==> src/rtl/wb_pkg.sv <==
// Shared widths, defaults and FSM state encoding for the two-master Wishbone arbiter.
package wb_pkg;

  localparam int ADR_WIDTH_DEF = 24;
  localparam int DAT_WIDTH_DEF = 16;
  localparam int TIMEOUT_DEF   = 255;
  localparam int TMO_CNT_W     = 16;

  typedef enum logic [1:0] {
    ST_IDLE = 2'd0,
    ST_OWN0 = 2'd1,
    ST_OWN1 = 2'd2
  } state_e;

endpackage

==> src/rtl/wb_timeout_counter.sv <==
// Bus watchdog: counts unacknowledged strobe cycles and emits a one-cycle error pulse
// on the last permitted cycle, then restarts so a retrying master gets a fresh window.
module wb_timeout_counter
  import wb_pkg::*;
#(
  parameter int TIMEOUT_CYCLES = TIMEOUT_DEF
) (
  input  logic clk,
  input  logic rst,
  input  logic active_i,
  input  logic ack_i,
  output logic err_pulse_o
);

  localparam logic [TMO_CNT_W-1:0] LAST = TMO_CNT_W'(TIMEOUT_CYCLES - 1);

  logic [TMO_CNT_W-1:0] cnt_q, cnt_d;

  // An ACK landing in the terminal cycle suppresses the error.
  assign err_pulse_o = active_i & ~ack_i & (cnt_q == LAST);

  always_comb begin
    if (!active_i || ack_i || err_pulse_o) cnt_d = '0;
    else                                   cnt_d = cnt_q + 1'b1;
  end

  always_ff @(posedge clk or negedge rst) begin
    if (!rst) cnt_q <= '0;
    else      cnt_q <= cnt_d;
  end

endmodule

==> src/rtl/wishbone_arbiter_2m.sv <==
// Round-robin arbiter sharing one Wishbone classic slave between two masters,
// with per-tenure grants and a watchdog that converts a hung slave into ERR.
module wishbone_arbiter_2m
  import wb_pkg::*;
#(
  parameter int ADR_WIDTH      = ADR_WIDTH_DEF,
  parameter int DAT_WIDTH      = DAT_WIDTH_DEF,
  parameter int TIMEOUT_CYCLES = TIMEOUT_DEF
) (
  input  logic                 clk,
  input  logic                 rst,
  input  logic [ADR_WIDTH-1:0] m0AdrI,
  input  logic [DAT_WIDTH-1:0] m0DatI,
  output logic [DAT_WIDTH-1:0] m0DatO,
  input  logic                 m0CycI,
  input  logic                 m0StbI,
  input  logic                 m0WeI,
  output logic                 m0AckO,
  output logic                 m0ErrO,
  input  logic [ADR_WIDTH-1:0] m1AdrI,
  input  logic [DAT_WIDTH-1:0] m1DatI,
  output logic [DAT_WIDTH-1:0] m1DatO,
  input  logic                 m1CycI,
  input  logic                 m1StbI,
  input  logic                 m1WeI,
  output logic                 m1AckO,
  output logic                 m1ErrO,
  output logic [ADR_WIDTH-1:0] wbAdrO,
  output logic [DAT_WIDTH-1:0] wbDatO,
  input  logic [DAT_WIDTH-1:0] wbDatI,
  output logic                 wbCycO,
  output logic                 wbStbO,
  output logic                 wbWeO,
  input  logic                 wbAckI,
  output logic [1:0]           grantO
);

  state_e     state_q;
  logic [1:0] grant_q;
  logic       last_q;

  logic own0, own1;
  logic own_cyc, own_stb;
  logic err_pulse;

  // A tenure always returns through IDLE, which guarantees the idle gap between owners.
  always_ff @(posedge clk or negedge rst) begin
    if (!rst) begin
      state_q <= ST_IDLE;
      grant_q <= 2'b00;
      last_q  <= 1'b1;
    end else begin
      case (state_q)
        ST_IDLE: begin
          if (m0CycI && (!m1CycI || last_q)) begin
            state_q <= ST_OWN0;
            grant_q <= 2'b01;
          end else if (m1CycI) begin
            state_q <= ST_OWN1;
            grant_q <= 2'b10;
          end
        end
        ST_OWN0: begin
          if (!m0CycI) begin
            state_q <= ST_IDLE;
            grant_q <= 2'b00;
            last_q  <= 1'b0;
          end
        end
        ST_OWN1: begin
          if (!m1CycI) begin
            state_q <= ST_IDLE;
            grant_q <= 2'b00;
            last_q  <= 1'b1;
          end
        end
        default: begin
          state_q <= ST_IDLE;
          grant_q <= 2'b00;
        end
      endcase
    end
  end

  assign own0   = grant_q[0];
  assign own1   = grant_q[1];
  assign grantO = grant_q;

  always_comb begin
    wbAdrO  = '0;
    wbDatO  = '0;
    wbWeO   = 1'b0;
    own_cyc = 1'b0;
    own_stb = 1'b0;
    if (own0) begin
      wbAdrO  = m0AdrI;
      wbDatO  = m0DatI;
      wbWeO   = m0WeI;
      own_cyc = m0CycI;
      own_stb = m0StbI;
    end else if (own1) begin
      wbAdrO  = m1AdrI;
      wbDatO  = m1DatI;
      wbWeO   = m1WeI;
      own_cyc = m1CycI;
      own_stb = m1StbI;
    end
  end

  wb_timeout_counter #(
    .TIMEOUT_CYCLES(TIMEOUT_CYCLES)
  ) u_tmo (
    .clk        (clk),
    .rst        (rst),
    .active_i   (own_cyc & own_stb),
    .ack_i      (wbAckI),
    .err_pulse_o(err_pulse)
  );

  // STB without CYC from the owner never reaches the slave.
  assign wbCycO = own_cyc;
  assign wbStbO = own_cyc & own_stb & ~err_pulse;

  assign m0AckO = own0 & wbAckI;
  assign m1AckO = own1 & wbAckI;
  assign m0ErrO = own0 & err_pulse;
  assign m1ErrO = own1 & err_pulse;
  assign m0DatO = own0 ? wbDatI : '0;
  assign m1DatO = own1 ? wbDatI : '0;

endmodule
==> config.mk <==
export PLATFORM = sky130hd
export DESIGN_NAME = wishbone_arbiter_2m
export DESIGN_NICKNAME = d
export VERILOG_FILES = /design/src/rtl/wb_pkg.sv /design/src/rtl/wb_timeout_counter.sv /design/src/rtl/wishbone_arbiter_2m.sv
export SDC_FILE = /design/constraint.sdc
export NUM_CORES = 1
export LEC_CHECK = 0
export CAP_MARGIN = 5
export CORE_MARGIN = 2
export CORE_UTILIZATION = 28
export CTS_BUF_LIST = sky130_fd_sc_hd__clkbuf_16
export CTS_CLUSTER_SIZE = 24
export DETAILED_ROUTE_END_ITERATION = 10
export PLACE_DENSITY = 0.79
export SLEW_MARGIN = 20
export SYNTH_ARGS = -nofsm -noshare
export SYNTH_HDL_FRONTEND = slang
export SYNTH_HIERARCHICAL = 1
export SYNTH_SLANG_ARGS = --single-unit
export TNS_END_PERCENT = 20
==> constraint.sdc <==
create_clock -name clk -period 1.7 [get_ports clk]
set_clock_uncertainty 0.05 [all_clocks]
set_input_delay 0.17 -clock clk [delete_from_list [all_inputs] [get_ports clk]]
set_output_delay 0.17 -clock clk [all_outputs]
set_load 0.05 [all_outputs]
==> flow_summary_export.csv <==
group,metric,value,unit
run_status,run_status,"finished, violations left",
run_status,failed_checks,"negative setup slack",
placement,placedInstanceArea,4600,um^2
timing,max-slew-margin-rel,70.7,%
timing,rsz0062_at_grt,"true",
cells_and_area,final_design_area_no_fill,4720,um^2
global_routing,track_usage,22.7,%
die,initial_core_util,28.7,%
cells_and_area,fin_cells,471,
worst_setup_path,worst_setup_path_end_kind,"output port",
timing,final.min_clock_period,1.96,ns
worst_setup_path,worst_setup_path_endpoint,"wbStbO",
clock_tree,insertion_delay,0.25,ns
cells_and_area,register_area,479,um^2
clock_tree,max-clock-path-buffers,2,
clock_tree,cts_bufs_inserted,3,
cells_and_area,fillerInstances,353,
die,fp.coreArea,5850,um^2
synthesis,ffs_latches_synth,19,
synthesis,synth_top_area_cell,"sky130_fd_sc_hd__dfrtp_1",
die,boundaryPins,186,
job,timing.max_cap.violations,0,
die,dieWidth,81.4,um
worst_setup_path,worst_ep_required_time,1.48,ns
global_routing,grt_max_degree,36,
detailed_routing,routed_wirelength,8.11,mm
detailed_routing,detailedRoute.firstPassIterationCount,4,
clock_tree,clkSinkCount,19,
worst_setup_path,critPathMaxFanout,3,
global_routing,via_count_of_the_first_global_routing_pass,2194,
detailed_routing,vias_per_cell,4.78,
placement,port_buffers,185,
timing,max_slew_violation_count,0,
synthesis,synth.distinct_cells,37,
detailed_routing,vias,2252,
timing,timing_hold_violations_final,0,
synthesis,yosys-top-cells-area,"sky130_fd_sc_hd__dfrtp_1 (27%), sky130_fd_sc_hd__a22o_1 (21%), sky130_fd_sc_hd__and2_1 (13%)",
placement,placed_cells_incl_taps,465,
synthesis,post_synth.cell_area_avg,8.70,um^2
global_routing,grt_pass1_wl,11.7,mm
clock_tree,cts-htree-levels,1,
cells_and_area,layout-drive-gt1-share,34.3,%
die,die_height,81.4,um
cells_and_area,most_frequent_cells_in_the_layout,"sky130_fd_sc_hd__clkdlybuf4s50_1 (104), sky130_fd_sc_hd__buf_12 (82), sky130_fd_sc_hd__a22o_1 (39)",
cells_and_area,multi_input_area,1170,um^2
worst_hold_path,min-delay-path-class,"in -> async",
clock_tree,cts_tree,"yes",
clock_tree,root_buffer_selected_by_cts,"sky130_fd_sc_hd__clkbuf_16",
detailed_routing,wl_per_cell,17.2,um
clock_tree,cts.clk_slew.worst_paths,0.05,ns
synthesis,post_synthesis_sequential_area_ratio,28.4,%
worst_setup_path,critical_path_class,"reg -> out",
timing,max_freq,511,MHz
cells_and_area,antennaDiodeCount,0,
detailed_routing,drt_iter0_markers,47,
placement,dp.final_hpwl,6.75,mm
pwr,power_density_relative_to_cell_area,917,nW/um^2
cells_and_area,area_growth_from_synthesis_to_layout,181,%
timing,final.setup.worst_slack,-0.257,ns
timing,timing_worst_slew_pin_value,0.436,ns
detailed_routing,route.antenna.remaining_nets,0,
worst_setup_path,ff2ff_path_depth,6,
pwr,worst_ir_drop_vdd,648,uV
global_routing,initial_antenna_violation_count,0,
pwr,reported_leakage_power,1.96,nW
die,fp.dieArea,6630,um^2
synthesis,synthCells,193,
cells_and_area,nets,504,
worst_setup_path,worstPathArrival,1.74,ns
cells_and_area,commonest_non_fill_non_tap_cell_in_the_layout,"sky130_fd_sc_hd__clkdlybuf4s50_1",
die,floorplan.rows,28,
synthesis,synth.top_cell.area_share,26.8,%
worst_setup_path,worstSetupStartpointType,"flip-flop",
global_routing,grt-ovfl-total,0,
timing,period_share,115,%
detailed_routing,drc,0,
synthesis,synth_fp_nets,300,
worst_setup_path,reg2reg_slack,0.06,ns
timing,total_setup_violations_reported_at_the_end_of_the_flow,3,
worst_setup_path,reg2reg_from,"u_tmo/cnt_q[1]",
worst_setup_path,launching_instance_or_port_of_the_critical_path,"u_tmo/cnt_q[0]",
synthesis,synth_warnings,6,
synthesis,netlist_area,1680,um^2
clock_tree,cts_hold_buffers,0,
placement,place_congestion,0.896,
pwr,totalPowerFinal,4.33,mW
worst_setup_path,rr_endpoint,"u_tmo/cnt_q[12]",
==> worst min path at each step <==
stage                     endpoint  slack, ns  startpoint
floorplan                grantO[0]      -0.18         rst
global placement    u_tmo/cnt_q[6]       0.42         rst
detailed placement  u_tmo/cnt_q[4]       0.43         rst
CTS                 u_tmo/cnt_q[4]       0.16         rst
global route        u_tmo/cnt_q[4]       0.18         rst
finish              u_tmo/cnt_q[4]       0.15         rst
==> report_power, final <==
| group | total [mW] | switching, mW | internal (mW) |
|---|---|---|---|
| sequential | 0.518 | 0.0316 | 0.486 |
| combinational | 3.34 | 1.72 | 1.62 |
| clock | 0.479 | 0.164 | 0.315 |
| total | 4.33 | 1.91 | 2.42 |
==> through the flow <==
step                      hold slack, ns  worst slack [ns]  utilization, %  TNS [ns]
after floorplan                   -0.176           -0.0917               -    -0.139
after global placement             0.424           -0.0155            78.6   -0.0268
after detailed placement           0.433           -0.0404            78.6   -0.0783
after CTS                          0.161            -0.275            80.3    -0.809
after global routing               0.176            -0.390            80.8     -1.66
final                              0.155            -0.257            80.8    -0.743
==> layer usage <==
layer | up-vias | part of all wire (%) | wire (um) | GRT usage, %
met1 | 1042 | 34 | 2770 | 25.4
met3 | 18 | 7.9 | 643 | 5.60
met2 | 86 | 55 | 4490 | 42.1
met5 | - | 0 | 0 | 0
li1 | 1106 | - | - | -
met4 | 0 | 2.6 | 214 | 7.12
==> cell type report <==
class,count,share of cell area [%]
Clock inverter,1,0.106
Clock buffer,3,1.59
Multi-Input combinational cell,157,24.7
Timing Repair Buffer,213,61.2
Sequential cell,19,10.1
Inverter,3,0.238
Tap cell,75,1.99
==> worst max-delay path, cell delays in order, from the launching register on <==
cell and delay [ns]:
sky130_fd_sc_hd__dfrtp_1 0.37, sky130_fd_sc_hd__inv_1 0.06, sky130_fd_sc_hd__ha_1 0.12, sky130_fd_sc_hd__nor4b_2 0.17
sky130_fd_sc_hd__nand4_1 0.19, sky130_fd_sc_hd__nor3b_4 0.25, sky130_fd_sc_hd__buf_4 0.15, sky130_fd_sc_hd__a21oi_2 0.03
sky130_fd_sc_hd__buf_6 0.14
==> cell usage after synthesis (all sizes together) <==
cell type / number
nand4b: 1
o21bai: 1
dfrtp: 18
o21a: 1
a22o: 40
nand4: 7
nand2: 10
xnor2: 9
nor4: 4
and4bb: 1
and4: 1
dfstp: 1
nand2b: 2
ha: 2
nand3b: 1
xor2: 5
nand3: 5
inv: 3
and2: 36
nor2b: 2
o21ai: 3
buf: 10
a21oi: 2
nor3: 2
or3: 1
nor2: 18
nor3b: 1
clkbuf: 4
and3: 1
nor4b: 1
==> kinds of logic after synthesis <==
family,synth area share (%)
and+or+nand+nor,33.7
AOI/OAI and AO/OA,23.2
DFF,28.4
buffers and inverters,5.89
xor gates and xnor gates,7.30
adders and majority gates,1.49
==> what timing repair did <==
action,in CTS,in global routing
setup endpoints to repair,37,46
buffers inserted,2,0
gates resized for setup,2,4
pin swaps,1,7
==> registers in the layout, indices dropped and copies added, names as in the netlist <==
register and count:
grantO 2, last_q 1, u_tmo/cnt_q 16
(Power assumes the default switching activity.)
